===== src/rtl/ir_ctrl_pkg.sv =====
// ---------------------------------------------------------------------------
// ir_ctrl_pkg
// Shared definitions for the instruction-register fetch sequencer.
//   - State encodings for the fetch FSM (FETCH, EXEC, FAULT, HALT).
//   - OPC_HALT: opcode (ir[15:12]) that stops the sequencer when the
//     HALT_EN macro is defined at build time.
// No ports (package).
// ---------------------------------------------------------------------------
package ir_ctrl_pkg;

  localparam logic [1:0] ST_FETCH_ENC = 2'd0;
  localparam logic [1:0] ST_EXEC_ENC  = 2'd1;
  localparam logic [1:0] ST_FAULT_ENC = 2'd2;
  localparam logic [1:0] ST_HALT_ENC  = 2'd3;

  typedef enum logic [1:0] {
    FETCH = ST_FETCH_ENC,
    EXEC  = ST_EXEC_ENC,
    FAULT = ST_FAULT_ENC,
    HALT  = ST_HALT_ENC
  } state_e;

  localparam logic [3:0] OPC_HALT = 4'hF;

endpackage


===== src/rtl/fetch_wait_timer.sv =====
// ---------------------------------------------------------------------------
// fetch_wait_timer
// 8-bit wait counter used while a fetch request is outstanding. It counts
// cycles without an acknowledge and flags the terminal count MAX_WAIT.
// Ports:
//   clk    in   clock, all updates on posedge
//   rst    in   synchronous active-high reset (count -> 0)
//   clr_i  in   clear the count (has priority over en_i)
//   en_i   in   advance the count by one
//   tc_o   out  count has reached MAX_WAIT
// ---------------------------------------------------------------------------
module fetch_wait_timer #(
  parameter int unsigned MAX_WAIT = 15
) (
  input  logic clk,
  input  logic rst,
  input  logic clr_i,
  input  logic en_i,
  output logic tc_o
);

  logic [7:0] cnt_q;
  logic [7:0] cnt_d;

  assign tc_o = (cnt_q == 8'(MAX_WAIT));

  // Hold at the terminal count so the counter can never wrap past it.
  always_comb begin
    cnt_d = cnt_q;
    if (clr_i) begin
      cnt_d = 8'd0;
    end else if (en_i && !tc_o) begin
      cnt_d = cnt_q + 8'd1;
    end
  end

  always_ff @(posedge clk) begin
    if (rst) begin
      cnt_q <= 8'd0;
    end else begin
      cnt_q <= cnt_d;
    end
  end

endmodule


===== src/rtl/ir_fetch_ctrl.sv =====
// ---------------------------------------------------------------------------
// ir_fetch_ctrl
// Fetch sequencer for the 16-bit instruction register. Owns the PC, runs a
// request/acknowledge handshake to instruction memory, latches the returned
// word into the IR and holds it valid until execute reports completion, then
// increments (already done at fetch) or redirects the PC.
//
// Build option: define HALT_EN to make opcode 4'hF (ir[15:12]) stop the
// sequencer in HALT until reset. Without HALT_EN that opcode is ordinary.
//
// Ports:
//   clk            in   clock
//   rst            in   synchronous active-high reset
//   imem_req       out  fetch request, held until imem_ack
//   imem_addr      out  fetch address (= pc)
//   imem_ack       in   imem_data valid this cycle
//   imem_data      in   instruction word
//   ir_out         out  latched instruction to decode
//   ir_valid       out  ir_out holds an instruction awaiting execution
//   exec_done      in   execute finished the current instruction
//   branch_taken   in   qualifies exec_done: redirect the PC
//   branch_target  in   redirect address
//   pc_out         out  current PC (address of the next fetch)
//   fetch_fault    out  sticky: imem_ack timed out
// ---------------------------------------------------------------------------
module ir_fetch_ctrl
  import ir_ctrl_pkg::*;
#(
  parameter int unsigned PC_W     = 8,
  parameter int unsigned RESET_PC = 0,
  parameter int unsigned MAX_WAIT = 15
) (
  input  logic            clk,
  input  logic            rst,
  output logic            imem_req,
  output logic [PC_W-1:0] imem_addr,
  input  logic            imem_ack,
  input  logic [15:0]     imem_data,
  output logic [15:0]     ir_out,
  output logic            ir_valid,
  input  logic            exec_done,
  input  logic            branch_taken,
  input  logic [PC_W-1:0] branch_target,
  output logic [PC_W-1:0] pc_out,
  output logic            fetch_fault
);

  state_e          state_q, state_d;
  logic [PC_W-1:0] pc_q, pc_d;
  logic [15:0]     ir_q, ir_d;
  logic            valid_q, valid_d;
  logic            req_q, req_d;
  logic            fault_q, fault_d;

  logic            timer_clr;
  logic            timer_en;
  logic            wait_tc;

  // The wait count only means something while a request is outstanding;
  // any other state, or a successful ack, restarts it from zero.
  assign timer_clr = (state_q != FETCH) || imem_ack;
  assign timer_en  = (state_q == FETCH) && !imem_ack;

  fetch_wait_timer #(
    .MAX_WAIT (MAX_WAIT)
  ) u_wait_timer (
    .clk   (clk),
    .rst   (rst),
    .clr_i (timer_clr),
    .en_i  (timer_en),
    .tc_o  (wait_tc)
  );

  always_comb begin
    state_d = state_q;
    pc_d    = pc_q;
    ir_d    = ir_q;
    valid_d = valid_q;
    fault_d = fault_q;

    unique case (state_q)
      FETCH: begin
        // An ack on the timeout cycle still completes the fetch.
        if (imem_ack) begin
          ir_d    = imem_data;
          valid_d = 1'b1;
          pc_d    = pc_q + PC_W'(1);
          state_d = EXEC;
        end else if (wait_tc) begin
          fault_d = 1'b1;
          state_d = FAULT;
        end
      end

      EXEC: begin
        if (exec_done) begin
          valid_d = 1'b0;
`ifdef HALT_EN
          if (ir_q[15:12] == OPC_HALT) begin
            state_d = HALT;
          end else begin
            state_d = FETCH;
            if (branch_taken) begin
              pc_d = branch_target;
            end
          end
`else
          state_d = FETCH;
          if (branch_taken) begin
            pc_d = branch_target;
          end
`endif
        end
      end

      FAULT: begin
        valid_d = 1'b0;
      end

      HALT: begin
        valid_d = 1'b0;
      end

      default: begin
        state_d = FETCH;
      end
    endcase

    // Request is registered: it follows the state we are about to enter.
    req_d = (state_d == FETCH);
  end

  always_ff @(posedge clk) begin
    if (rst) begin
      state_q <= FETCH;
      pc_q    <= PC_W'(RESET_PC);
      ir_q    <= 16'h0000;
      valid_q <= 1'b0;
      req_q   <= 1'b0;
      fault_q <= 1'b0;
    end else begin
      state_q <= state_d;
      pc_q    <= pc_d;
      ir_q    <= ir_d;
      valid_q <= valid_d;
      req_q   <= req_d;
      fault_q <= fault_d;
    end
  end

  assign imem_req    = req_q;
  assign imem_addr   = pc_q;
  assign pc_out      = pc_q;
  assign ir_out      = ir_q;
  assign ir_valid    = valid_q;
  assign fetch_fault = fault_q;

endmodule

===== config.mk =====
export PLATFORM = sky130hd
export DESIGN_NAME = ir_fetch_ctrl
export DESIGN_NICKNAME = d
export VERILOG_FILES = /design/src/rtl/ir_ctrl_pkg.sv /design/src/rtl/fetch_wait_timer.sv /design/src/rtl/ir_fetch_ctrl.sv
export SDC_FILE = /design/constraint.sdc
export NUM_CORES = 1
export LEC_CHECK = 0
export ABC_AREA = 1
export CAP_MARGIN = 0
export CORE_AREA = 4 4 89 91
export DETAILED_ROUTE_END_ITERATION = 6
export DIE_AREA = 0 0 93 95
export GPL_TIMING_DRIVEN = 0
export HOLD_SLACK_MARGIN = 0.05
export PLACE_DENSITY = 0.54
export SLEW_MARGIN = 20
export SYNTH_ARGS = -nofsm -noshare
export SYNTH_HDL_FRONTEND = slang
export SYNTH_SLANG_ARGS = --single-unit

===== constraint.sdc =====
create_clock -name clk -period 1.4 [get_ports clk]
set_input_delay 0.21 -clock clk [delete_from_list [all_inputs] [get_ports clk]]
set_output_delay 0.21 -clock clk [all_outputs]
set_load 0.02 [all_outputs]

; After elaboration in Yosys (flattened, before gate mapping)
; Cells that the tools add are included.
[word_totals]
in_bits = 29
out_inout_bits = 35
ff_bits = 37
[classes]
n_reduce_logical = 15
n_eq_ne = 7
n_bitwise = 1
addsub = 2
n_mux = 11
[ops]
columns = cell, count
row1 = 8-bit 2-to-1 mux, 3
row2 = 8-bit by 1-bit adder with 8-bit output (second input constant), 2
row3 = 8-bit case mux with 2 select lines, 1
row4 = 8-bit by 4-bit equality test with 1-bit output (second input constant), 1
row5 = 2-bit 2-to-1 mux, 3
row6 = 2-bit inequality test (second input constant), 3
row7 = 2-bit equality test (second input constant), 2
row8 = 2-bit zero test, 2
row9 = 2-bit case mux with 2 select lines, 1
row10 = 2-bit AND reduction, 2
row11 = 4-bit AND reduction, 1
row12 = 2-bit nonzero test, 2
row13 = 2-bit OR reduction, 2
row14 = 1-bit case mux with 3 select lines, 1
row15 = 3-bit AND reduction, 1
row16 = 2-bit by 1-bit equality test with 1-bit output (second input constant), 1
row17 = 1-bit logical AND, 2
row18 = 1-bit zero test, 2
row19 = 1-bit 2-to-1 mux, 2
row20 = 1-bit logical OR, 1
row21 = 1-bit inverter, 1

; Longest topological paths before layout
[depth]
word_depth = 5
ltp_mapped = 7
mapped_depth_nobuf = 7

; By module
; A second synthesis with hierarchy kept.
[hier_totals]
cells_unflattened = 258
hier_area_um2 = 1780.5
[by_module_without_submodules]
columns = mod, seq_area_each_um2, area_per_inst_um2, n_inst, cells_per_inst
row1 = ir_fetch_ctrl, 580.6, 1353.8, 1, 191
row2 = fetch_wait_timer, 160.2, 426.7, 1, 67

; Worst setup path before layout
; Ideal clock, no wire load.
[synth_path]
path_kind = register to register
from = reg pc_q[1] (netlist: imem_addr[1])
to = reg pc_q[6] (netlist: imem_addr[6])
synth_period_minus_slack_ns = 1.284
arrival_time_ns = 1.165
path_stages_with_launch = 7
n_path_buf = 0
setup_slack_ns = 0.116
setup_ns = 0.119
required_time_ns = 1.281
cell_sequence = dfxtp_1 > ha_1 > nand3_1 > o21ai_0 > nand3_1 > nand2_1 > a21oi_1
[synth_between]
elab_chain_len = 3
[synth_lines]
columns = element, line
row1 = "start, declared", ir_fetch_ctrl.sv:49  ; logic [PC_W-1:0] pc_q, pc_d;
row2 = "start signal, assigned", ir_fetch_ctrl.sv:136  ; pc_q <= PC_W'(RESET_PC);
row3 = "start signal, assigned", ir_fetch_ctrl.sv:143  ; pc_q <= pc_d;
row4 = 8-bit by 1-bit adder with 8-bit output, ir_fetch_ctrl.sv:87  ; pc_d = pc_q + PC_W'(1);
row5 = 8-bit 2-to-1 mux, ir_fetch_ctrl.sv:84  ; if (imem_ack) begin
row6 = 8-bit case mux with 2 select lines, ir_fetch_ctrl.sv:81  ; unique case (state_q)
; Every way passes these cells. The select of a mux whose other input is x is not followed.
; A chain may end at the register's enable or synchronous reset.

; Worst setup path in the final report
[layout_path]
from = reg pc_q[4] (netlist: imem_addr[4])
to = out pc_out[4]
[layout_lines]
columns = element, line
row1 = "end, declared", ir_fetch_ctrl.sv:44  ; output logic [PC_W-1:0] pc_out,
; No word-level cell between the ends.

==> run_results.csv <==
group,metric,value,unit
outcome,status,"completed",
floorplanning,dieArea,8835,sq um
grt,grt_pass1_wl,7.776,mm
grt,overflow,0,
synthesis,synth_area_per_cell,6.814,sq um
final_layout,fillers,791,
worst_setup_path,reg2reg_to,"imem_req",
grt,grt_busiest_layer,"met2",
timing,worst-slew-pin-transition,0.4719,ns
synthesis,synth.cell_area,1758,sq um
timing,hold_viol,0,
worst_setup_path,worst_path_max_delay_cell,"dfxtp_1",
floorplanning,die_w,93,microns
worst_setup_path,rrSetupSlack,0.10,ns
worst_hold_path,hold_start,"rst",
routing,wl_per_cell,11.15,microns
timing,worst_slack,0.06653,ns
timing,max_freq,749.9,MHz
synthesis,synth_seq_cells,37,
routing,drc_errors,0,
worst_setup_path,setup.worst_path.class,"reg2out",
synthesis,seq_area_frac_synth,42.14,%
place,placed_cells,419,
worst_setup_path,max_stage_delay,0.40,ns
power,power_density,976.0,nW/um^2
routing,routed_wl,4.749,mm
place,gp_congestion,0.7976,
clock_tree,root_buffer,"clkbuf_8",
routing,drt-vias-per-instance,4.221,
worst_setup_path,crit_required,1.19,ns
worst_hold_path,min_path_cells,2,
routing,vias,1798,
final_layout,postLayoutCellArea,2560,sq um
power,vdd_drop_max,343.2,uV
power,internal_power,1.771,mW
place,place_ws,-0.1591,ns
synthesis,synthCells,258,
power,power_frac_clock,30.1,%
worst_setup_path,crit_buf_inv,2,
power,switching_share,29.13,%
grt,grt_start_max_net_pins,11,
power,p_seq_share,47.2,%
routing,first_pass_iters,4,
worst_setup_path,critical-path-top-delay-family,"buffers and inverters",
floorplanning,io_pins,64,
clock_tree,cts-buffers-inserted,5,
worst_setup_path,cp-start-kind,"register",
flow_run,cap_viol_max_count,0,
power,p_sw,0.7278,mW
floorplanning,row_count,31,
power,total_leakage_power,1.172,nW
place,placed_area,2502,sq um
worst_setup_path,cp.arrival,1.12,ns
grt,grt_use_met2,18.72,%
worst_setup_path,cp_cell_sequence,"buf_4 -> dlygate4sd2_1",
grt,use_met1,13.70,%
clock_tree,cts_tree,"yes",
grt,grt_antenna_before_repair,0,
clock_tree,cts_num_sinks,37,
grt,grt_util_met3,3.108,%
timing,setup_viol,0,
synthesis,synth_nets,289,
clock_tree,clkTransAtPathRegs,0.08,ns
worst_setup_path,reg2regPathDepth,6,
routing,drtIter0Drc,49,
worst_hold_path,hold_path.class,"in2reg",
final_layout,final_nets,358,
worst_setup_path,crit_fanout,5,
timing,fin_setup_tns,0,ns
synthesis,yosys.cell_types.count,24,
final_layout,area.growth.synth_to_final,45.62,%
timing,relSlewSlack,68.54,%
clock_tree,cts.path.max_buffers,2,
place,numPortBuffers,62,
timing,final.period_utilization,95.25,%
timing,rsz0062_at_grt,"yes",
worst_setup_path,end_kind,"output pin",
final_layout,drive_gt1_share,11.62,%
synthesis,yosys_warnings,0,
clock_tree,clkLatencyLatePin,0.28,ns
grt,grt_use_total,11.01,%
floorplanning,die_y,95,microns
timing,slew_violations,0,
final_layout,antenna_cells,0,
timing,fin_crit,1.333,ns
clock_tree,cts_max_level,2,
worst_setup_path,worstReg2RegStart,"u_wait_timer.cnt_q[0]",
floorplanning,initial_utilization,24.63,%
place,dp_hpwl,3.588,mm
timing,skew,0.01076,ns
worst_hold_path,min_delay_worst_endpoint,"imem_addr[5]",
floorplanning,core,7137,sq um
power,pwr-share-comb,22.7,%
routing,drtAntennaViolNets,0,
clock_tree,cts_setup_buffers,0,
final_layout,stdcell_count,426,
power,power,2.499,mW
grt,grt_pass1_vias,1647,
-- layout by cell type (no fill, tap or decap), drive strengths merged --
cell type / instances
a21oi: 18
buf: 13
clkbuf: 10
clkdlybuf4s50: 27
dfxtp: 37
dlygate4sd2: 34
ha: 2
inv: 23
nand2: 55
nand3: 14
nand3b: 1
nand4: 3
nor2: 58
o21ai: 30
o22ai: 1
xor2: 1
-- metrics by stage --
step | hold slack [ns] | utilization (%)
after floorplan | 0.3754 | -
after global placement | 0.4659 | 35.06
after detailed placement | 0.4647 | 35.06
after CTS | 0.2114 | 35.69
after global routing | 0.2403 | 35.87
final | 0.2307 | 35.87
-- layer usage --
metal,wire (microns),up-vias,share of wire (%)
met1,2165,796,46
met4,42,0,0.88
met3,292,7,6.1
li1,-,954,-
met2,2249,41,47
met5,0,-,0
-- worst max-delay path by stage --
stage | from | endpoint | slack [ns] | cells after the start
5_1_grt | u_wait_timer.cnt_q[0] | imem_req | -0.05 | 6
2_1_floorplan | imem_addr[1] | imem_addr[6] | 0.12 | 6
3_5_place_dp | imem_ack | imem_addr[5] | -0.16 | 8
4_1_cts | imem_addr[1] | pc_out[1] | 0.02 | 2
6_report | imem_addr[4] | pc_out[4] | 0.07 | 2
3_3_place_gp | imem_ack | imem_addr[5] | -0.16 | 8
-- synth_stat cells --
| cell type | count | area (sq um) |
|---|---|---|
| inv_1 | 21 | 78.83 |
| buf_2 | 2 | 10.01 |
| ha_1 | 2 | 25.02 |
| clkbuf_1 | 2 | 7.510 |
| xor2_1 | 1 | 8.760 |
| buf_1 | 1 | 3.750 |
| a21oi_1 | 18 | 90.09 |
| inv_2 | 1 | 3.750 |
| nand3_2 | 1 | 10.01 |
| buf_6 | 1 | 11.26 |
| dfxtp_1 | 37 | 740.7 |
| nand4_1 | 3 | 18.77 |
| nor2_1 | 54 | 202.7 |
| o21ai_0 | 28 | 140.1 |
| nand2_1 | 52 | 195.2 |
| nor2_2 | 3 | 18.77 |
| inv_4 | 1 | 6.260 |
| o21ai_1 | 2 | 10.01 |
| nand2_2 | 3 | 18.77 |
| nor2_4 | 1 | 11.26 |
| nand3_1 | 13 | 65.06 |
| buf_4 | 9 | 67.56 |
| o22ai_1 | 1 | 6.260 |
| nand3b_1 | 1 | 7.510 |
-- power by group through the flow --
stage	sequential, mW	combinational [mW]	clock, mW
global route	1.19	0.628	0.834
detailed placement	1.20	0.630	0
CTS	1.18	0.574	0.795
finish	1.18	0.568	0.752
global placement	1.20	0.626	0
floorplan	1.27	0.255	0
-- timing repair --
| action | 4_1_cts | 5_1_grt |
|---|---|---|
| cloned | 0 | 0 |
| gates resized for setup | 38 | 7 |
| endpoints found under the setup margin | 35 | 17 |
| pin swaps | 0 | 0 |
| hold buffers | 0 | 0 |
-- registers in the layout, indices dropped and copies added, names as in the netlist --
signal and flops:
fetch_fault 1, imem_addr 8, imem_req 1, ir_out 16
ir_valid 1, state_q 2, u_wait_timer.cnt_q 8
-- cell type report --
cell class	instances	area, sq um	share of cell area [%]
buffer	15	102.6	4.008
clock buffer	7	86.33	3.372
inverter	23	88.84	3.470
multi-input combinational	183	833.3	32.55
sequential	37	749.5	29.28
tap	99	123.9	4.839
timing repair buffer	62	575.6	22.48
-- cells by family (layout without fill, tap and decap cells) --
| family | Yosys count | count (layout) | share of synthesized area [%] |
|---|---|---|---|
| AOI/OAI and AO/OA | 49 | 49 | 14.02 |
| xor gates and xnor gates | 1 | 1 | 0.4983 |
| DFF | 37 | 37 | 42.14 |
| adders and majority gates | 2 | 2 | 1.423 |
| buffers and inverters | 38 | 107 | 10.75 |
| and+or+nand+nor | 131 | 131 | 31.17 |
-- worst register-to-register path: stages, from the launching register on --
cell and delay (ns):
dfxtp_1 0.36, ha_2 0.20, nand3_1 0.12, nor2_2 0.23, nand2_1 0.13, nand4_1 0.09
nor2_1 0.05
No activity file was read; power rests on OpenSTA's default activity.
